===== src/rtl/apb_master_arbiter_pkg.sv =====
// apb_master_pkg: APB master FSM encoding and default widths shared by apb_master_arbiter.
package apb_master_pkg;
   typedef enum logic [1:0] {IDLE, SETUP, ACCESS} apb_state_e;
   localparam int APB_ADDR_WIDTH     = 8;
   localparam int APB_DATA_WIDTH     = 32;
   localparam int APB_NUM_REQ        = 2;
   localparam int APB_TIMEOUT_CYCLES = 16;
endpackage


===== src/rtl/apb_master_arbiter_rr_arbiter.sv =====
// rr_arbiter: combinational round-robin pick starting at i_ptr; the pointer register lives in the parent.
module rr_arbiter
   import apb_master_pkg::*;
#(
   parameter int NUM_REQ = APB_NUM_REQ,
   parameter int IW      = $clog2(NUM_REQ)
) (
   input  logic [NUM_REQ-1:0] i_req,
   input  logic [IW-1:0]      i_ptr,
   output logic [NUM_REQ-1:0] o_grant,
   output logic [IW-1:0]      o_idx
);
   // Scan from farthest to nearest so the requester closest to the pointer wins.
   always_comb begin
      o_grant = '0;
      o_idx   = '0;
      for (int k = NUM_REQ - 1; k >= 0; k--) begin
         logic [IW-1:0] w_j;
         w_j = IW'((int'(i_ptr) + k) % NUM_REQ);
         if (i_req[w_j]) begin
            o_grant      = '0;
            o_grant[w_j] = 1'b1;
            o_idx        = w_j;
         end
      end
   end
endmodule


===== src/rtl/apb_master_arbiter.sv =====
// apb_master_arbiter: round-robin shares one APB bus between NUM_REQ requesters.
// Optional ACCESS-phase timeout enabled by defining APB_MASTER_TIMEOUT_EN.
module apb_master_arbiter
   import apb_master_pkg::*;
#(
   parameter int ADDR_WIDTH     = APB_ADDR_WIDTH,
   parameter int DATA_WIDTH     = APB_DATA_WIDTH,
   parameter int NUM_REQ        = APB_NUM_REQ,
   parameter int TIMEOUT_CYCLES = APB_TIMEOUT_CYCLES
) (
   input  logic                          PCLK,
   input  logic                          PRESETn,
   input  logic [NUM_REQ-1:0]            req_valid,
   output logic [NUM_REQ-1:0]            req_ready,
   input  logic [NUM_REQ-1:0]            req_write,
   input  logic [NUM_REQ*ADDR_WIDTH-1:0] req_addr,
   input  logic [NUM_REQ*DATA_WIDTH-1:0] req_wdata,
   output logic [NUM_REQ-1:0]            rsp_valid,
   output logic [DATA_WIDTH-1:0]         rsp_rdata,
   output logic                          rsp_err,
   output logic                          PSEL,
   output logic                          PENABLE,
   output logic                          PWRITE,
   output logic [ADDR_WIDTH-1:0]         PADDR,
   output logic [DATA_WIDTH-1:0]         PWDATA,
   input  logic [DATA_WIDTH-1:0]         PRDATA,
   input  logic                          PREADY,
   input  logic                          PSLVERR
);
   localparam int IW = $clog2(NUM_REQ);

   apb_state_e             r_state;
   logic [IW-1:0]          r_ptr, r_win, w_idx;
   logic [NUM_REQ-1:0]     w_grant, r_rsp_valid;
   logic                   r_psel, r_penable, r_pwrite, r_rsp_err, w_tmo, w_done;
   logic [ADDR_WIDTH-1:0]  r_paddr;
   logic [DATA_WIDTH-1:0]  r_pwdata, r_rsp_rdata;

   rr_arbiter #(.NUM_REQ(NUM_REQ), .IW(IW)) u_arb (
      .i_req   (req_valid),
      .i_ptr   (r_ptr),
      .o_grant (w_grant),
      .o_idx   (w_idx)
   );

   assign req_ready = (PRESETn && r_state == IDLE) ? w_grant : '0;
   assign w_done    = (r_state == ACCESS) && (PREADY || w_tmo);
   assign rsp_valid = r_rsp_valid;
   assign rsp_rdata = r_rsp_rdata;
   assign rsp_err   = r_rsp_err;
   assign PSEL      = r_psel;
   assign PENABLE   = r_penable;
   assign PWRITE    = r_pwrite;
   assign PADDR     = r_paddr;
   assign PWDATA    = r_pwdata;

`ifdef APB_MASTER_TIMEOUT_EN
   localparam int CW = $clog2(TIMEOUT_CYCLES + 1);
   logic [CW-1:0] r_cnt;
   // Abort on the TIMEOUT_CYCLES-th consecutive stalled ACCESS cycle.
   assign w_tmo = !PREADY && (r_cnt == CW'(TIMEOUT_CYCLES - 1));
   always_ff @(posedge PCLK) begin
      if (!PRESETn || r_state == SETUP) r_cnt <= '0;
      else if (r_state == ACCESS && !PREADY) r_cnt <= r_cnt + 1'b1;
   end
`else
   assign w_tmo = TIMEOUT_CYCLES < 0;
`endif

   always_ff @(posedge PCLK) begin
      if (!PRESETn) begin
         r_state     <= IDLE;
         r_ptr       <= '0;
         r_win       <= '0;
         r_psel      <= 1'b0;
         r_penable   <= 1'b0;
         r_pwrite    <= 1'b0;
         r_paddr     <= '0;
         r_pwdata    <= '0;
         r_rsp_valid <= '0;
         r_rsp_rdata <= '0;
         r_rsp_err   <= 1'b0;
      end else begin
         r_rsp_valid <= '0;
         case (r_state)
            IDLE: if (|req_valid) begin
               r_win    <= w_idx;
               r_ptr    <= (w_idx == IW'(NUM_REQ - 1)) ? '0 : w_idx + 1'b1;
               r_pwrite <= req_write[w_idx];
               r_paddr  <= req_addr[w_idx*ADDR_WIDTH +: ADDR_WIDTH];
               r_pwdata <= req_wdata[w_idx*DATA_WIDTH +: DATA_WIDTH];
               r_psel   <= 1'b1;
               r_state  <= SETUP;
            end
            SETUP: begin
               r_penable <= 1'b1;
               r_state   <= ACCESS;
            end
            ACCESS: if (w_done) begin
               r_rsp_valid[r_win] <= 1'b1;
               r_rsp_rdata        <= (r_pwrite || w_tmo) ? '0 : PRDATA;
               r_rsp_err          <= PSLVERR || w_tmo;
               r_psel             <= 1'b0;
               r_penable          <= 1'b0;
               r_state            <= IDLE;
            end
            default: r_state <= IDLE;
         endcase
      end
   end
endmodule


===== config.mk =====
export PLATFORM = sky130hd
export DESIGN_NAME = apb_master_arbiter
export DESIGN_NICKNAME = d
export VERILOG_FILES = /design/src/rtl/apb_master_arbiter_pkg.sv /design/src/rtl/apb_master_arbiter_rr_arbiter.sv /design/src/rtl/apb_master_arbiter.sv
export SDC_FILE = /design/constraint.sdc
export NUM_CORES = 1
export LEC_CHECK = 0
export BUFFER_PORTS_ARGS = -buffer_cell sky130_fd_sc_hd__buf_2
export CORE_ASPECT_RATIO = 1.25
export CORE_MARGIN = 3
export CORE_UTILIZATION = 46
export DETAILED_ROUTE_END_ITERATION = 10
export GPL_TIMING_DRIVEN = 0
export HOLD_SLACK_MARGIN = 0.05
export PLACE_DENSITY = 0.85
export SYNTH_ARGS = -nofsm -noshare
export SYNTH_HDL_FRONTEND = slang
export SYNTH_SLANG_ARGS = --single-unit

===== constraint.sdc =====
create_clock -name PCLK -period 2.1 [get_ports PCLK]
set_input_delay 0.105 -clock PCLK [delete_from_list [all_inputs] [get_ports PCLK]]
set_output_delay 0.105 -clock PCLK [all_outputs]
set_load 0.02 [all_outputs]

# After elaboration in Yosys (flattened, before gate mapping)
# Index checks and enable logic that the tools add are counted.
dict set report totals {
  out_inout_bits 80
  elab_cells 67
  register_bits 82
  in_bits 120
}
dict set report op_classes {
  shifts 2
  order_cmp 7
  n_addsub 2
  n_reduce_logical 15
  n_mux 26
  n_eq_ne 4
}
# operator count
set op_table {}
lappend op_table {{$shiftx 64x7->32} 1}
lappend op_table {{$mux 32} 1}
lappend op_table {{$shiftx 16x5->8} 1}
lappend op_table {{$mux 1} 14}
lappend op_table {{$mux 2} 5}
lappend op_table {{$lt 1x2->1 const B} 4}
lappend op_table {{$reduce_and 2->1} 4}
lappend op_table {{$pmux 2 s3} 1}
lappend op_table {{$reduce_and 3->1} 2}
lappend op_table {{$logic_and 1x1->1} 5}
lappend op_table {{$pmux 1 s2} 2}
lappend op_table {{$reduce_bool 2->1} 2}
lappend op_table {{$demux 1 s1} 3}
lappend op_table {{$ge 1x1->1 const B} 3}
lappend op_table {{$add 1x1->1 const B} 2}
lappend op_table {{$eq 2x1->1 const B} 1}
lappend op_table {{$eq 2x2->1 const B} 1}
lappend op_table {{$logic_not 2->1} 1}
lappend op_table {{$ne 2x1->1 const B} 1}
lappend op_table {{$ne 2x2->1 const B} 1}
lappend op_table {{$reduce_or 2->1} 1}

# Logic depth before layout (Yosys ltp)
dict set report logic_depth {
  depth_word 8
  depth_mapped 6
  depth_no_buf 3
}

# By module
# A second synthesis with hierarchy kept.
dict set report unflattened {
  hier_cells 302
  hier_area_um2 3205.6
}
# mod instances cells_per_inst area_each_um2
set by_module_without_submodules {}
lappend by_module_without_submodules {apb_master_arbiter 1 298 3179.3}
lappend by_module_without_submodules {rr_arbiter 1 4 26.3}

# Worst setup path after synthesis
# No wires, ideal clock.
dict set report synth_path {
  path_type {flip-flop to flip-flop}
  startpoint {register r_state[1]}
  endpoint {register r_paddr[7] (netlist: PADDR[7])}
  path_slack_ps 810
  t_arrival_ps 1158
  stages_incl_launch_ff 7
  setup_time_ps 133
  cell_sequence {dfxtp_1 > buf_6 > or2_1 > buf_4 > clkbuf_2 > o21ai_0 > a31oi_1}
}
dict set report synth_between {
  elab_chain_len 2
}
# element line_no
set synth_rtl {}
lappend synth_rtl {{start, declared} apb_master_arbiter.sv:32} ;# apb_state_e r_state;
lappend synth_rtl {{start signal, assigned} apb_master_arbiter.sv:72} ;# r_state <= IDLE;
lappend synth_rtl {{start signal, assigned} apb_master_arbiter.sv:93} ;# r_state <= SETUP;
lappend synth_rtl {{start signal, assigned} apb_master_arbiter.sv:97} ;# r_state <= ACCESS;
lappend synth_rtl {{$logic_not 2->1} apb_master_arbiter.sv:85} ;# case (r_state)
lappend synth_rtl {{$reduce_and 2->1 (no line)} n/a}
lappend synth_rtl {{end signal, assigned} apb_master_arbiter.sv:90} ;# r_paddr <= req_addr[w_idx*ADDR_WIDTH +: ADDR_WIDTH];
lappend synth_rtl {{end, declared} apb_master_arbiter.sv:36} ;# logic [ADDR_WIDTH-1:0] r_paddr;
# Every way passes these cells.
# A chain may end at the register's enable or synchronous reset.

# Final worst setup path
dict set report layout_path {
  startpoint {register r_state[1]}
  endpoint {register r_pwdata[15] (netlist: PWDATA[15])}
}
dict set report layout_between {
  elab_chain_len 2
}
# element line_no
set layout_rtl {}
lappend layout_rtl {{$logic_not 2->1} apb_master_arbiter.sv:85}
lappend layout_rtl {{$reduce_and 2->1 (no line)} n/a}
lappend layout_rtl {{end signal, assigned} apb_master_arbiter.sv:91} ;# r_pwdata <= req_wdata[w_idx*DATA_WIDTH +: DATA_WIDTH];
lappend layout_rtl {{end, declared} apb_master_arbiter.sv:37} ;# logic [DATA_WIDTH-1:0] r_pwdata, r_rsp_rdata;
# Every way passes these cells.

==> impl_metrics.ini <==
[logic_synthesis]
post_synth_main_area_contributors = dfxtp_1, a22o_1, a31oi_1
ys_dominant_reg_cell = dfxtp_1
synth_area_leader_cell = dfxtp_1
synth_seq_area_share_pct = 49.3
synth.ff_latch_count = 82
postSynthCellCount = 351
synthDominantCellAreaShare_pct = 49.3
synthesis.area_per_instance_um2 = 9.49
synth_async_sr_flop_share_pct = 0
yosys_warnings = 0
yosys.cell_types.count = 31
total_nets_after_synthesis = 471
synth_enable_flop_cells = 0
post_synth_instance_area_um2 = 3330

[power_and_ir_drop]
seq_pwr_share_pct = 39.9
peakVddDrop_mv = 0.437
switching_power_uw = 1240
cellInternalPower_uw = 3080
power.static_leakage_uw = 0.00277
power_per_cell_area_nw_per_um2 = 744
power.share.combinational_pct = 24.9
fraction_of_power_spent_switching_nets_pct = 28.7
post-layout-total-power_uw = 4320
power.clock.fraction_pct = 35.2

[grt]
grt_antenna_before_repair = 0
grt_pass1_wl_mm = 22.0
track_usage_pct = 34.5
grt.busiest_layer = met2
gr-usage-met2_pct = 62.1
use_met1_pct = 35.4
grt_util_met3_pct = 8.68
largest_net_degree_at_the_start_of_global_routing = 15
first_global_vias = 4568
grt.overflow.total = 0

[sta]
rsz_0062_raised_after_global_routing = no
maxClockFrequency_mhz = 492
final_period_minus_worst_setup_slack_ns = 2.03
number_of_failing_hold_endpoints_at_the_final_stage = 0
final-setup-viol-count = 0
worstMarginPinSlew_ns = 0.591
maxSlewHeadroom_pct = 60.6
fin_crit_sh_pct = 96.9
setup_tns_ns = 0
drv_slew = 0
setup_slack_ns = 0.0658
worst_clock_skew_ns = 0.00928

[critical_path]
cp_max_fo = 10
r2r_end = PWDATA[15]
timing.reg2reg.worst_path_depth = 7
rrSetupSlack_ns = 0.07
crit_path_end_kind = flip-flop
cp_data_arrival_time_ns = 2.27
timing.setup.critical_path_class = reg -> reg
worst-endpoint-required_ns = 2.33
crit_path_start_kind = flip-flop
timing.rr.start = r_state[1]

[route]
drtPass1Iterations = 5
first_iter_violations = 243
detailroute.via_count = 4438
avgViaCountPerCell = 5.81
ant_nets = 0
route.detailed.wl_per_inst_um = 18.8
detail_route.wirelength_mm = 14.3
detail_route.drc_violations = 0

[clock_tree]
insertion_delay_ns = 0.35
clock_tree_from_tritoncts = built
htree_num_levels = 3
post_cts.repair.setup_buffers = 0
worst_setup_hold_path_clk_slew_ns = 0.08
clock_path_buffers = 2
cts_inserted_buffers = 9
cts-root-buf = clkbuf_8
clock-sinks = 82

[placement]
i_o_buffers = 197
post-dp-hpwl_mm = 8.05
gpl.final_weighted_congestion = 0.809
post-place-ws_ns = 0.639

[floorplanning]
initial_core_util_pct = 47.7
rows = 34
design.core.area_um2 = 6980
die_outline_height_um = 101
die-area_um2 = 8300
dieWidth_um = 82.1
pin_count = 200

[hold_path]
hold_path_depth = 3
hold_path.class = in -> reg
min_to = PWDATA[29]
worst_hold_startpoint = req_wdata[61]

[cells_and_area]
layout-drive-gt1-share_pct = 37.2
n_fill_cell = 411
finalNetCount = 789
antenna-diode-count = 0
syn2layout_area_growth_pct = 74.2

[outcome]
outcome = finished, final reports clean

[flow_run]
timing.max_cap.violations = 0
## critical path: stages (launching register included)
cell           delay [ns]
dfxtp_1              0.32
buf_6                0.13
or2_1                0.22
buf_4                0.17
buf_2                0.19
o21ai_1              0.18
a31oi_1              0.11
dlygate4sd3_1        0.59
## Yosys cell counts, types with 8 or more instances
master     n
a22o_1    32
nand3_1   42
clkbuf_1  12
a31oi_1   41
dfxtp_1   82
buf_2     17
buf_6     12
o21ai_1   10
o21ai_0   31
nor2_1     8
nand4_1   41
## layout by cell type (no fill, tap or decap), drive strengths merged
cell and instances:
nand2 1, a21o 1, nand4b 1, nor3b 1, mux2i 1, buf 228
dlygate4sd3 110, nor2b 1, nand3 42, inv 3, nand2b 1, bufinv 4
or2 1, o211a 2, nand4 41, and2 1, nand3b 1, nor3 1
a211oi 1, clkinv 1, nor2 11, dfxtp 82, o21a 1, a31oi 41
a22o 32, clkbuf 23, o21ai 41
## cells by family after synthesis
group                  after synthesis  synth area share, %
AO/OA/AOI/OAI                      119                 23.9
buffers and inverters               46                 8.72
flip-flops                          82                 49.3
multiplexers                         1                0.301
AND/OR/NAND/NOR                    103                 17.7
## sequential cells by signal (all words and copies together) (netlist names)
| signal | count |
|---|---|
| PWDATA | 32 |
| PSEL | 1 |
| PWRITE | 1 |
| r_ptr | 1 |
| r_state | 2 |
| PADDR | 8 |
| rsp_err | 1 |
| rsp_rdata | 32 |
| PENABLE | 1 |
| rsp_valid | 2 |
| r_win | 1 |
## area by class of cell
| type | instances | area (µm²) | area share [%] |
|---|---|---|---|
| multi-input cells | 223 | 1400 | 24.2 |
| inverters | 2 | 7.51 | 0.129 |
| well taps | 90 | 113 | 1.94 |
| plain buffers | 44 | 285 | 4.92 |
| flip-flops and latches | 82 | 1640 | 28.3 |
| clock inverters | 6 | 138 | 2.37 |
| repair buffers | 307 | 2090 | 36.0 |
| clock buffers | 10 | 128 | 2.20 |
## power groups by stage
stage               clock network [µW]  registers, µW  logic (µW)
floorplan                            0           1870         385
global placement                     0           1750         811
detailed placement                   0           1750         829
CTS                               1510           1720        1030
global route                      1580           1730        1140
finish                            1520           1720        1080
## metal layers
layer / wire [µm] / part of all wire (%)
met5: 0 / 0
met4: 657 / 4.6
met3: 1230 / 8.6
met2: 7390 / 52
met1: 5070 / 35
## through the flow
| stage | util (%) | hold slack [ns] | cell area (µm²) | instances |
|---|---|---|---|---|
| 2_1_floorplan | - | 0.230 | 3330 | 351 |
| 3_3_place_gp | 63.5 | 0.314 | 4430 | 638 |
| 3_5_place_dp | 63.5 | 0.318 | 4430 | 638 |
| 4_1_cts | 83.1 | 0.0504 | 5790 | 764 |
| 5_1_grt | 83.1 | 0.0613 | 5800 | 764 |
| 6_report | 83.1 | 0.0647 | 5800 | 764 |
## worst max-delay path by stage
stage | from | end | slack (ns)
floorplan | r_state[1] | PADDR[7] | 0.81
global placement | r_state[1] | PWDATA[12] | 0.70
detailed placement | r_state[1] | PWDATA[21] | 0.64
CTS | r_state[1] | PWDATA[21] | 0.09
global route | r_state[1] | PWDATA[15] | 0.005
finish | r_state[1] | PWDATA[15] | 0.07
## timing repair
item	in CTS	in global routing
endpoints found under the setup margin	0	11
gates resized for setup	0	14
endpoints found under the hold margin	75	0
hold buffers	110	0
No activity file was read; power rests on OpenSTA's default activity.
